`config.mk`:
```
export PLATFORM = sky130hd
export DESIGN_NAME = button_conditioner
export DESIGN_NICKNAME = d
export VERILOG_FILES = /design/src/rtl/button_conditioner.sv
export SDC_FILE = /design/constraint.sdc
export NUM_CORES = 1
export LEC_CHECK = 0
export BUFFER_PORTS_ARGS = -buffer_cell sky130_fd_sc_hd__buf_2
export CORE_ASPECT_RATIO = 0.6
export CORE_MARGIN = 10
export CORE_UTILIZATION = 40
export CTS_BUF_LIST = sky130_fd_sc_hd__clkbuf_8 sky130_fd_sc_hd__clkbuf_16
export DETAILED_ROUTE_END_ITERATION = 16
export HOLD_SLACK_MARGIN = 0.08
export PLACE_DENSITY = 0.64
export SLEW_MARGIN = 20
export SYNTH_ARGS = -nofsm -noshare
export SYNTH_HDL_FRONTEND = slang
export SYNTH_SLANG_ARGS = --single-unit
export TNS_END_PERCENT = 5
```
`constraint.sdc`:
```
create_clock -name clk -period 1.7 [get_ports clk]
set_clock_uncertainty 0.1 [all_clocks]
set_input_delay 0.17 -clock clk [delete_from_list [all_inputs] [get_ports clk]]
set_output_delay 0.17 -clock clk [all_outputs]
set_load 0.005 [all_outputs]
```
`src/rtl/button_conditioner.sv`:
```
// Per-channel button conditioning: polarity normalisation, 2-flop synchroniser,
// counting debouncer, press/release pulses and a sticky request latch.
module button_conditioner #(
  parameter int N_BUTTONS       = 4,
  parameter int DEBOUNCE_CYCLES = 16,
  parameter bit ACTIVE_LOW      = 1'b1
) (
  input  logic                 clk,
  input  logic                 rst_n,
  input  logic [N_BUTTONS-1:0] btn_raw,
  input  logic [N_BUTTONS-1:0] clear,
  output logic [N_BUTTONS-1:0] btn_level,
  output logic [N_BUTTONS-1:0] btn_press,
  output logic [N_BUTTONS-1:0] btn_release,
  output logic [N_BUTTONS-1:0] req_latched
);

  localparam int              CW       = $clog2(DEBOUNCE_CYCLES + 1);
  localparam logic [CW-1:0]   CNT_LAST = CW'(DEBOUNCE_CYCLES - 1);
  localparam logic [CW-1:0]   CNT_ONE  = CW'(1);

  generate
    if (DEBOUNCE_CYCLES < 2) begin : g_bad_debounce
      $error("button_conditioner: DEBOUNCE_CYCLES must be >= 2");
    end
  endgenerate

  // After normalisation 1 = pushed, so the released/reset value is 0 everywhere.
  logic [N_BUTTONS-1:0] pushed;
  assign pushed = ACTIVE_LOW ? ~btn_raw : btn_raw;

  genvar gi;
  generate
    for (gi = 0; gi < N_BUTTONS; gi++) begin : g_chan
      logic          sync1_q, sync2_q;
      logic          level_q, level_d;
      logic          press_q, press_d;
      logic          release_q, release_d;
      logic          req_q, req_d;
      logic [CW-1:0] cnt_q, cnt_d;
      logic          accept;

      always_comb begin
        cnt_d  = '0;
        accept = 1'b0;
        if (sync2_q != level_q) begin
          if (cnt_q == CNT_LAST) begin
            accept = 1'b1;
          end else begin
            cnt_d = cnt_q + CNT_ONE;
          end
        end
        level_d   = level_q ^ accept;
        press_d   = accept & ~level_q;
        release_d = accept & level_q;
        // An accepted press wins over a coincident clear.
        req_d     = press_d ? 1'b1 : (clear[gi] ? 1'b0 : req_q);
      end

      always_ff @(posedge clk or negedge rst_n) begin
        if (!rst_n) begin
          sync1_q   <= 1'b0;
          sync2_q   <= 1'b0;
          level_q   <= 1'b0;
          press_q   <= 1'b0;
          release_q <= 1'b0;
          req_q     <= 1'b0;
          cnt_q     <= '0;
        end else begin
          sync1_q   <= pushed[gi];
          sync2_q   <= sync1_q;
          level_q   <= level_d;
          press_q   <= press_d;
          release_q <= release_d;
          req_q     <= req_d;
          cnt_q     <= cnt_d;
        end
      end

      assign btn_level[gi]   = level_q;
      assign btn_press[gi]   = press_q;
      assign btn_release[gi] = release_q;
      assign req_latched[gi] = req_q;
    end
  endgenerate

endmodule
```
## Yosys cells after proc, flatten, opt, wreduce, memory -nomap -nowiden

Index checks and enable logic that the tools add are counted.

- Memory bits (writable): 0
- Word-level logic and storage cells: 85
- Input port bits: 10
- Latch bits: 0
- Flip-flop bits (word level): 44
- Memories kept: 0
- Output and inout port bits: 16
- Memory bits (read-only): 0

- Reductions and logical operators: 4
- Order comparisons: 0
- Equality and inequality tests: 8
- Muxes and demuxes: 24
- Add/subtract/negate cells: 4
- Shifts and indexed selects: 0
- Div/mod/pow operators: 0
- Multiply operators: 0
- Bitwise gates (word level): 17

Operator list:

| kind | count |
|---|---|
| $mux W5 | 8 |
| $add A5 B1 Y5 const B | 4 |
| $eq A5 B4 Y1 const B | 4 |
| $mux W1 | 16 |
| $and A1 B1 Y1 | 8 |
| $reduce_bool A2 Y1 | 4 |
| $ne A1 B1 Y1 | 4 |
| $not A1 Y1 | 4 |
| $not A4 Y4 | 1 |
| $xor A1 B1 Y1 | 4 |

## Longest topological paths before layout

Gate-level depths: netlist of run 1.

- Depth in word-level cells: 5
- Depth in mapped cells: 4

## Least setup slack after synthesis of run 1

Ideal clock, no wire load.

- Path kind: flip-flop to flip-flop
- Start point: reg g_chan[1].cnt_q[0]
- End point: reg with a tool-made name
- Arrival time: 1.073 ns
- Path slack: 0.402 ns
- Period minus slack after synthesis: 1.298 ns
- Cell stages (with the launch flop): 4
- Path buffers: 0
- Path through: dfrtp_1 -> ha_1 -> nand4b_2 -> mux2_2

RTL lines:

| element | RTL line | source |
|---|---|---|
| from (decl) | 40 | `logic [CW-1:0] cnt_q, cnt_d;` |
| from (signal assigned) | 76 | `cnt_q <= cnt_d;` |

==> results of run 1 <==
## sequential cells by signal, indices dropped and copies added (netlist names), named ones only
register / flops
g_chan.release_q: 4
g_chan.req_q: 4
g_chan.sync1_q: 4
g_chan.sync2_q: 4
g_chan.cnt_q: 20
g_chan.press_q: 4
## area by class of cell
| class | instances | area (um^2) |
|---|---|---|
| multi-input cells | 68 | 546 |
| repair buffers | 35 | 235 |
| inverters | 8 | 30.0 |
| fillers | 385 | 2150 |
| flip-flops and latches | 44 | 1100 |
| clock buffers | 5 | 68.8 |
| clock inverters | 2 | 8.76 |
| well taps | 60 | 75.1 |
## metrics by stage
step | setup slack [ns] | utilization [%] | instance area [um^2] | hold WS [ns]
floorplan | 0.402 | - | 1800 | -0.226
global placement | 0.377 | 45.0 | 1900 | 0.0360
detailed placement | 0.329 | 45.0 | 1900 | 0.0403
CTS | 0.319 | 49.0 | 2060 | 0.258
global route | 0.261 | 49.0 | 2060 | 0.267
finish | 0.330 | 49.0 | 2060 | 0.259
## layout by cell type (no fill, tap or decap), types with 4 or more instances in the layout
cell type and instances:
inv_1 9, nand3_1 4, nor2_1 8, a21o_1 4, dlygate4sd3_1 9, xor2_1 12, dfrtp_1 44, clkbuf_8 5
and2_1 6, ha_1 4, buf_2 25, nand2_1 8, mux2_2 4, nor3b_2 4, a31oi_1 4, nor3b_1 4
## logic make-up after synthesis
| kind of cell | after synthesis | synth area share (%) |
|---|---|---|
| buffers and inverters | 24 | 8.36 |
| muxes | 4 | 2.51 |
| AOI/OAI and AO/OA | 8 | 3.06 |
| xor gates and xnor gates | 12 | 5.85 |
| DFF | 44 | 61.3 |
| adders and majority gates | 4 | 2.79 |
| and+or+nand+nor | 40 | 16.2 |
## cells in the mapped netlist (all sizes together)
master / count / area (um^2)
mux2: 4 / 45.0
a31oi: 4 / 25.0
inv: 8 / 30.0
dfrtp: 44 / 1100
a21o: 4 / 30.0
and2: 6 / 37.5
and3: 2 / 15.0
nor3b: 8 / 80.1
buf: 16 / 120
nand2: 8 / 30.0
nor2: 8 / 30.0
ha: 4 / 50.1
nand3: 4 / 20.0
nand4b: 4 / 77.6
xor2: 12 / 105
## power by group through the flow
stage	sequential [mW]	clock, mW	combinational [mW]
after floorplan	1.12	0	0.0460
after global placement	1.12	0	0.0868
after detailed placement	1.13	0	0.0943
after CTS	1.11	0.612	0.110
after global routing	1.11	0.664	0.124
final	1.11	0.589	0.107
## worst paths after layout
kind | endpoint | depth (start not counted)
worst max register to register | register | 3
min in group asynchronous | g_chan[2].press_q | 2
max in group asynchronous | async pin | 3
worst max-delay path | register | 3
worst min-delay path | g_chan[0].sync2_q | 0
worst min register to register | g_chan[0].sync2_q | 0
## layer usage
metal / vias up / track usage [%] / part of all wire [%]
met1: 495 / 8.60 / 43
met5: - / 0 / 0
met2: 18 / 13.4 / 49
met3: 2 / 4.50 / 7.8
li1: 483 / - / -
met4: 0 / 2.84 / 0.43
## repair_timing
item                                   CTS  global route
resized for setup                        0             0
hold buffers                             9             0
endpoints found under the hold margin   26             0
==> flow_summary.yaml, run 1 <==
floorplan:
  io_pins: 26
  start_util_pct: 42.7
  die_width_um: 107
  fp-row-count: 18
  core_area_um2: 4210
  die_area_um2: 7660
  die_h_um: 71.9
layout:
  area_delta_synth_final_pct: 14.9
  drive_gt1_share_pct: 28.4
  nets: 176
  final_cells: 222
  diodes: 0
worst_setup_path:
  arrival_ns: 1.44
  slowest_stage: "dfrtp_1"
  crit_path_start_kind: "register"
  crit_chain: "ha_1 > nand4b_2 > mux2_2"
  crit_family: "flip-flops"
  crit_path_end_kind: "register"
  crit_required_ns: 1.77
  worst-r2r-setup-slack_ns: 0.33
  worst-path-buf-inv: 0
  slowest_delay_ns: 0.41
  cp-startpoint: "g_chan[1].cnt_q[0]"
  worstSetupPathType: "reg2reg"
  rr_startpoint: "g_chan[1].cnt_q[0]"
  cp_max_fo: 4
timing:
  min_period_over_period_pct: 80.6
  post-route-min-period_ns: 1.37
  fmax_ghz: 0.730
  setup_tns_ns: 0
  worst_slew_pin_slew_ns: 0.448
  finalSetupViolations: 0
  slew_headroom_pct: 70.1
  slew_viol_final: 0
  rsz0062_at_grt: "no"
  hold_viol: 0
global_route:
  grt_max_degree: 27
  grt_antenna_before_repair: 0
  grt_pass1_vias: 1120
  track_usage_pct: 8.07
  grt_pass1_wl_um: 5050
  overflow: 0
job:
  maxCapViolCount: 0
power:
  p_clk_share_pct: 32.7
  p_sw_uw: 396
  intPower_mw: 1.41
  switching_share_pct: 22.0
  powerDensity_nw_per_um2: 873
  peakVddDrop_v: 0.000370
  seqPwrFrac_pct: 61.4
  power_mw: 1.80
  combPwrFrac_pct: 5.9
  leakage_nw: 1.23
placed_design:
  hpwl_um: 2090
  gp_congestion: 0.685
  portBuffers: 25
  dpl.cell_count: 206
synth:
  yosys.cell_types.count: 17
  synth_warnings: 0
  syn_inst: 136
  synth_nets: 150
  synth_seq_area_share_pct: 61.3
  syn_area_um2: 1800
  ys_ff_latch: 44
  post_synth.cell_area_avg_um2: 13.2
cts:
  cts_buffer_depth: 2
  cts_buffers: 5
  cts_setup_buffers: 0
  htreeDepth: 2
  cts_tree: "built"
  clockRootBuffer: "clkbuf_8"
  clk_pin_slew_ns: 0.07
  clock-sinks: 44
  clk_latency_ns: 0.28
run_status:
  outcome: "complete, no violations"
drt:
  vias: 998
  wl_um: 2820
  wire_per_inst_um: 12.7
  viasPerCell: 4.50
  drt-pass1-iter-count: 3
  drtIter0Drc: 14
  drcViolationCount: 0
  ant_nets: 0
hold_path:
  hp-class: "reg2reg"
  hold_start: "g_chan[0].sync1_q"
(Power assumes the default switching activity.)
==> run 2, diff against run 1 <==
--- a/config.mk
+++ b/config.mk
@@ -12,7 +12,7 @@
 export CTS_BUF_LIST = sky130_fd_sc_hd__clkbuf_8 sky130_fd_sc_hd__clkbuf_16
 export DETAILED_ROUTE_END_ITERATION = 16
 export HOLD_SLACK_MARGIN = 0.08
-export PLACE_DENSITY = 0.64
+export PLACE_DENSITY = 0.66
 export SLEW_MARGIN = 20
 export SYNTH_ARGS = -nofsm -noshare
 export SYNTH_HDL_FRONTEND = slang
==> constraint.sdc (replaced) <==
create_clock -name clk -period 1.15 [get_ports clk]
set_clock_uncertainty 0.1 [all_clocks]
set_input_delay 0.115 -clock clk [delete_from_list [all_inputs] [get_ports clk]]
set_output_delay 0.115 -clock clk [all_outputs]
set_load 0.005 [all_outputs]
==> run 2 against run 1 <==
  * The flow now finishes with violations (negative setup slack)
  * Utilization rose by 7.2 points
  * Wire length grew 13%
  * Setup slack worse by 0.42 ns
  * Largest cell class unchanged
==> flow_summary.yaml, run 2 (same netlist as run 1, synthesis figures left out) <==
global_route:
  grt_pass1_vias: 1220
  grt_max_degree: 45
  grt_pass1_wl_um: 5470
  grt_antenna_before_repair: 0
  overflow: 0
  track_usage_pct: 8.85
layout:
  drive_gt1_share_pct: 40.1
  diodes: 0
  top_register: "g_chan.cnt_q"
  area_delta_synth_final_pct: 31.8
  nets: 190
  layout_commonest_cell: "dfrtp_1"
  final_util_pct: 56.2
  largest_reg_flops: 20
  final_cell_mix: "dfrtp_1 (43), buf_2 (22), dlygate4sd3_1 (9), buf_6 (9)"
worst_setup_path:
  crit_required_ns: 1.24
  cp_max_fo: 4
  arrival_ns: 1.34
  worst-path-buf-inv: 0
  crit_chain: "ha_4 > nand4b_4 > mux2_4"
  slowest_stage: "dfrtp_1"
  slowest_delay_ns: 0.40
  crit_path_end_kind: "register"
  crit_family: "flip-flops"
  worstSetupPathType: "reg2reg"
  crit_path_start_kind: "register"
drt:
  wire_per_inst_um: 13.5
  ant_nets: 0
  viasPerCell: 4.51
  vias: 1068
  wl_um: 3190
  drtIter0Drc: 49
  drt-pass1-iter-count: 4
  drcViolationCount: 0
cts:
  clockRootBuffer: "clkbuf_8"
  cts_tree: "built"
  cts_buffers: 5
  clock-sinks: 44
  cts_buffer_depth: 2
  htreeDepth: 2
  clk_latency_ns: 0.30
  clk_pin_slew_ns: 0.08
timing:
  post-route-min-period_ns: 1.24
  fmax_ghz: 0.804
  setup_slack_ns: -0.0945
  finalSetupViolations: 13
  hold_viol: 0
  rsz0062_at_grt: "yes"
  slew_headroom_pct: 84.6
  min_period_over_period_pct: 108
  worst_slew_pin_slew_ns: 0.230
  slew_viol_final: 0
floorplan:
  start_util_pct: 42.7
  io_pins: 26
  fp-row-count: 18
  die_area_um2: 7660
  die_width_um: 107
  core_area_um2: 4210
  die_h_um: 71.9
placed_design:
  dp_slack_ns: -0.0851
  gp_congestion: 0.774
  portBuffers: 25
  hpwl_um: 2170
power:
  powerDensity_nw_per_um2: 1320
  peakVddDrop_v: 0.000623
  leakage_nw: 1.37
  power_mw: 3.12
run_status:
  outcome: "complete, but fails checks"
  violations: "negative setup slack"
hold_path:
  hp-class: "in2async"
job:
  maxCapViolCount: 0
## run 2: cell count changes in the layout (fill, tap and decap cells not counted), sizes merged
cell,change
inv,-1
buf,+14
clkbuf,+1
bufinv,+1
## run 2: final cells by class
class | instances | area, um^2
Tap cell | 60 | 75.1
Multi-Input combinational cell | 68 | 658
Clock inverter | 2 | 38.8
Clock buffer | 6 | 82.6
Inverter | 8 | 30.0
Timing Repair Buffer | 49 | 382
Sequential cell | 44 | 1100
Fill cell | 341 | 1840
## run 2: worst paths after layout
check	startpoint	to	slack (ns)	cells after the start
max	g_chan[1].cnt_q[1]	register	-0.09	3
min	rst_n	async pin	0.21	3
max reg2reg	g_chan[1].cnt_q[1]	register	-0.09	3
min reg2reg	g_chan[2].sync1_q	g_chan[2].sync2_q	0.25	0
max in group asynchronous	rst_n	g_chan[0].cnt_q[2]	0.53	3
min in group clk	g_chan[2].sync1_q	g_chan[2].sync2_q	0.25	0
## run 2: repair_timing
item / CTS / global route
resized for setup: 9 / 5
pin swaps: 6 / 2
hold buffers: 9 / 0
buffers inserted: 2 / 1
endpoints found under the setup margin: 17 / 34
hold endpoints to repair: 52 / 0
## run 2: through the flow
stage	hold slack, ns	instances	TNS, ns	cell area [um^2]
finish	0.209	237	-0.652	2370
global route	0.251	237	-1.89	2370
CTS	0.218	236	-0.739	2330
detailed placement	0.00897	217	-0.526	2060
global placement	0.00348	217	-0.252	2060
floorplan	-0.281	136	-0.176	1880
## run 2: power breakdown
| part | total (mW) | internal, mW | switching, mW |
|---|---|---|---|
| clock network | 1.25 | 0.710 | 0.536 |
| logic | 0.225 | 0.128 | 0.0965 |
| registers | 1.64 | 1.59 | 0.0500 |
## run 2: tightest hold or removal path: stages
cell,delay [ns]
dlygate4sd3_1,0.52
buf_2,0.12
buf_12,0.23
## run 2: routing by layer
metal	vias up	part of all wire [%]	global-route usage (%)
met5	-	0	0
met4	0	1.1	3.29
met3	5	5.5	3.97
met2	19	50	15.5
met1	535	43	9.33
li1	509	-	-
==> run 3, diff against run 2 <==
--- a/config.mk
+++ b/config.mk
@@ -9,7 +9,7 @@
 export CORE_ASPECT_RATIO = 0.6
 export CORE_MARGIN = 10
 export CORE_UTILIZATION = 40
-export CTS_BUF_LIST = sky130_fd_sc_hd__clkbuf_8 sky130_fd_sc_hd__clkbuf_16
+export CTS_BUF_LIST = sky130_fd_sc_hd__clkbuf_16
 export DETAILED_ROUTE_END_ITERATION = 16
 export HOLD_SLACK_MARGIN = 0.08
 export PLACE_DENSITY = 0.66
==> run 3 against run 2 <==
  * The run still ends with negative setup slack left
  * Critical path depth did not move
  * Setup slack barely moved
  * Clock-buffer cell count fell by 1
==> flow_summary.yaml, run 3 (same netlist as run 1, synthesis figures left out) <==
run_status:
  outcome: "complete, but fails checks"
  violations: "negative setup slack"
layout:
  final_area_um2: 2390
  final_cells: 235
  nets: 188
  nFillCells: 343
  drive_gt1_share_pct: 38.3
  top_register: "g_chan.cnt_q"
  largest_reg_flops: 20
  area_delta_synth_final_pct: 33.3
  layout_commonest_cell: "dfrtp_1"
  diodes: 0
  final_cell_mix: "dfrtp_1 (44), buf_2 (22), dlygate4sd3_1 (9), buf_4 (9)"
global_route:
  track_usage_pct: 8.74
  overflow: 0
  grt_pass1_wl_um: 5400
  grt_max_degree: 45
  grt_antenna_before_repair: 0
  grt_pass1_vias: 1207
cts:
  cts_buffers: 5
  clockRootBuffer: "clkbuf_16"
  cts_buffer_depth: 2
  htreeDepth: 2
  clk_pin_slew_ns: 0.06
  cts_tree: "built"
  clock-sinks: 44
  clk_latency_ns: 0.28
placed_design:
  dp_slack_ns: -0.0851
  hpwl_um: 2170
  portBuffers: 25
  gp_congestion: 0.774
  placed_cell_area_um2: 2060
  dpl.cell_count: 217
timing:
  holdWs_ns: 0.232
  setup_slack_ns: -0.0947
  finalSetupViolations: 12
  rsz0062_at_grt: "yes"
  slew_viol_final: 0
  slew_headroom_pct: 84.7
  hold_viol: 0
  fmax_ghz: 0.803
  min_period_over_period_pct: 108
  worst_slew_pin_slew_ns: 0.230
  post-route-min-period_ns: 1.24
floorplan:
  io_pins: 26
  die_h_um: 71.9
  start_util_pct: 42.7
  die_area_um2: 7660
  die_width_um: 107
  core_area_um2: 4210
  fp-row-count: 18
drt:
  viasPerCell: 4.57
  drtIter0Drc: 43
  drcViolationCount: 0
  drt-pass1-iter-count: 4
  vias: 1074
  ant_nets: 0
  wire_per_inst_um: 13.2
  wl_um: 3110
job:
  maxCapViolCount: 0
hold_path:
  hp-class: "in2async"
worst_setup_path:
  crit_required_ns: 1.22
  cp_max_fo: 4
  arrival_ns: 1.32
  crit_path_start_kind: "register"
  reg2regPathDepth: 3
  crit_path_end_kind: "register"
  worst-r2r-setup-slack_ns: -0.09
  worstSetupPathType: "reg2reg"
power:
  leakage_nw: 1.38
  peakVddDrop_v: 0.000677
  powerDensity_nw_per_um2: 1450
[run 3: power by group]
part	switching, mW	total (mW)	internal (mW)
combinational	0.0960	0.224	0.128
sequential	0.0489	1.65	1.60
clock	0.575	1.59	1.02
total	0.720	3.46	2.74
[run 3: cell type report]
class / count / area, um^2 / area share (%)
clock inverters: 3 / 42.5 / 1.78
clock buffers: 5 / 125 / 5.22
inverters: 8 / 30.0 / 1.25
repair buffers: 47 / 355 / 14.8
well taps: 60 / 75.1 / 3.13
multi-input cells: 68 / 666 / 27.8
flip-flops and latches: 44 / 1100 / 46.0
[run 3: timing repair]
action / 4_1_cts / 5_1_grt
pin swaps: 6 / 3
resized for setup: 6 / 6
hold endpoints to repair: 52 / 0
setup buffers: 0 / 1
hold buffers: 9 / 0
setup endpoints to repair: 16 / 30
[run 3: worst paths after layout]
check / end / startpoint
setup / recovery: register / g_chan[1].cnt_q[1]
hold / removal: g_chan[0].cnt_q[1] / rst_n
setup reg to reg: register / g_chan[1].cnt_q[1]
hold reg to reg: g_chan[1].sync2_q / g_chan[1].sync1_q
max in group asynchronous: g_chan[1].cnt_q[2] / rst_n
min in group clk: g_chan[1].sync2_q / g_chan[1].sync1_q
[run 3: through the flow]
step	utilization (%)	total power [mW]	TNS, ns
after detailed placement	49.0	1.86	-0.526
after CTS	55.8	3.51	-0.607
after floorplan	-	1.75	-0.176
final	56.9	3.46	-0.521
after global placement	49.0	1.84	-0.252
after global routing	56.9	3.61	-1.51
[run 3: critical path, cell delays in order, from the launching register on]
cell	delay [ns]
dfrtp_1	0.39
ha_4	0.18
nand4b_4	0.14
mux2_4	0.32
[run 3: per-layer routing]
layer	global-route usage [%]	up-vias	part of all wire, %
li1	-	507	-
met1	9.27	540	42
met2	14.8	21	51
met3	3.97	6	5.7
met4	4.19	0	1.2
met5	0	-	0
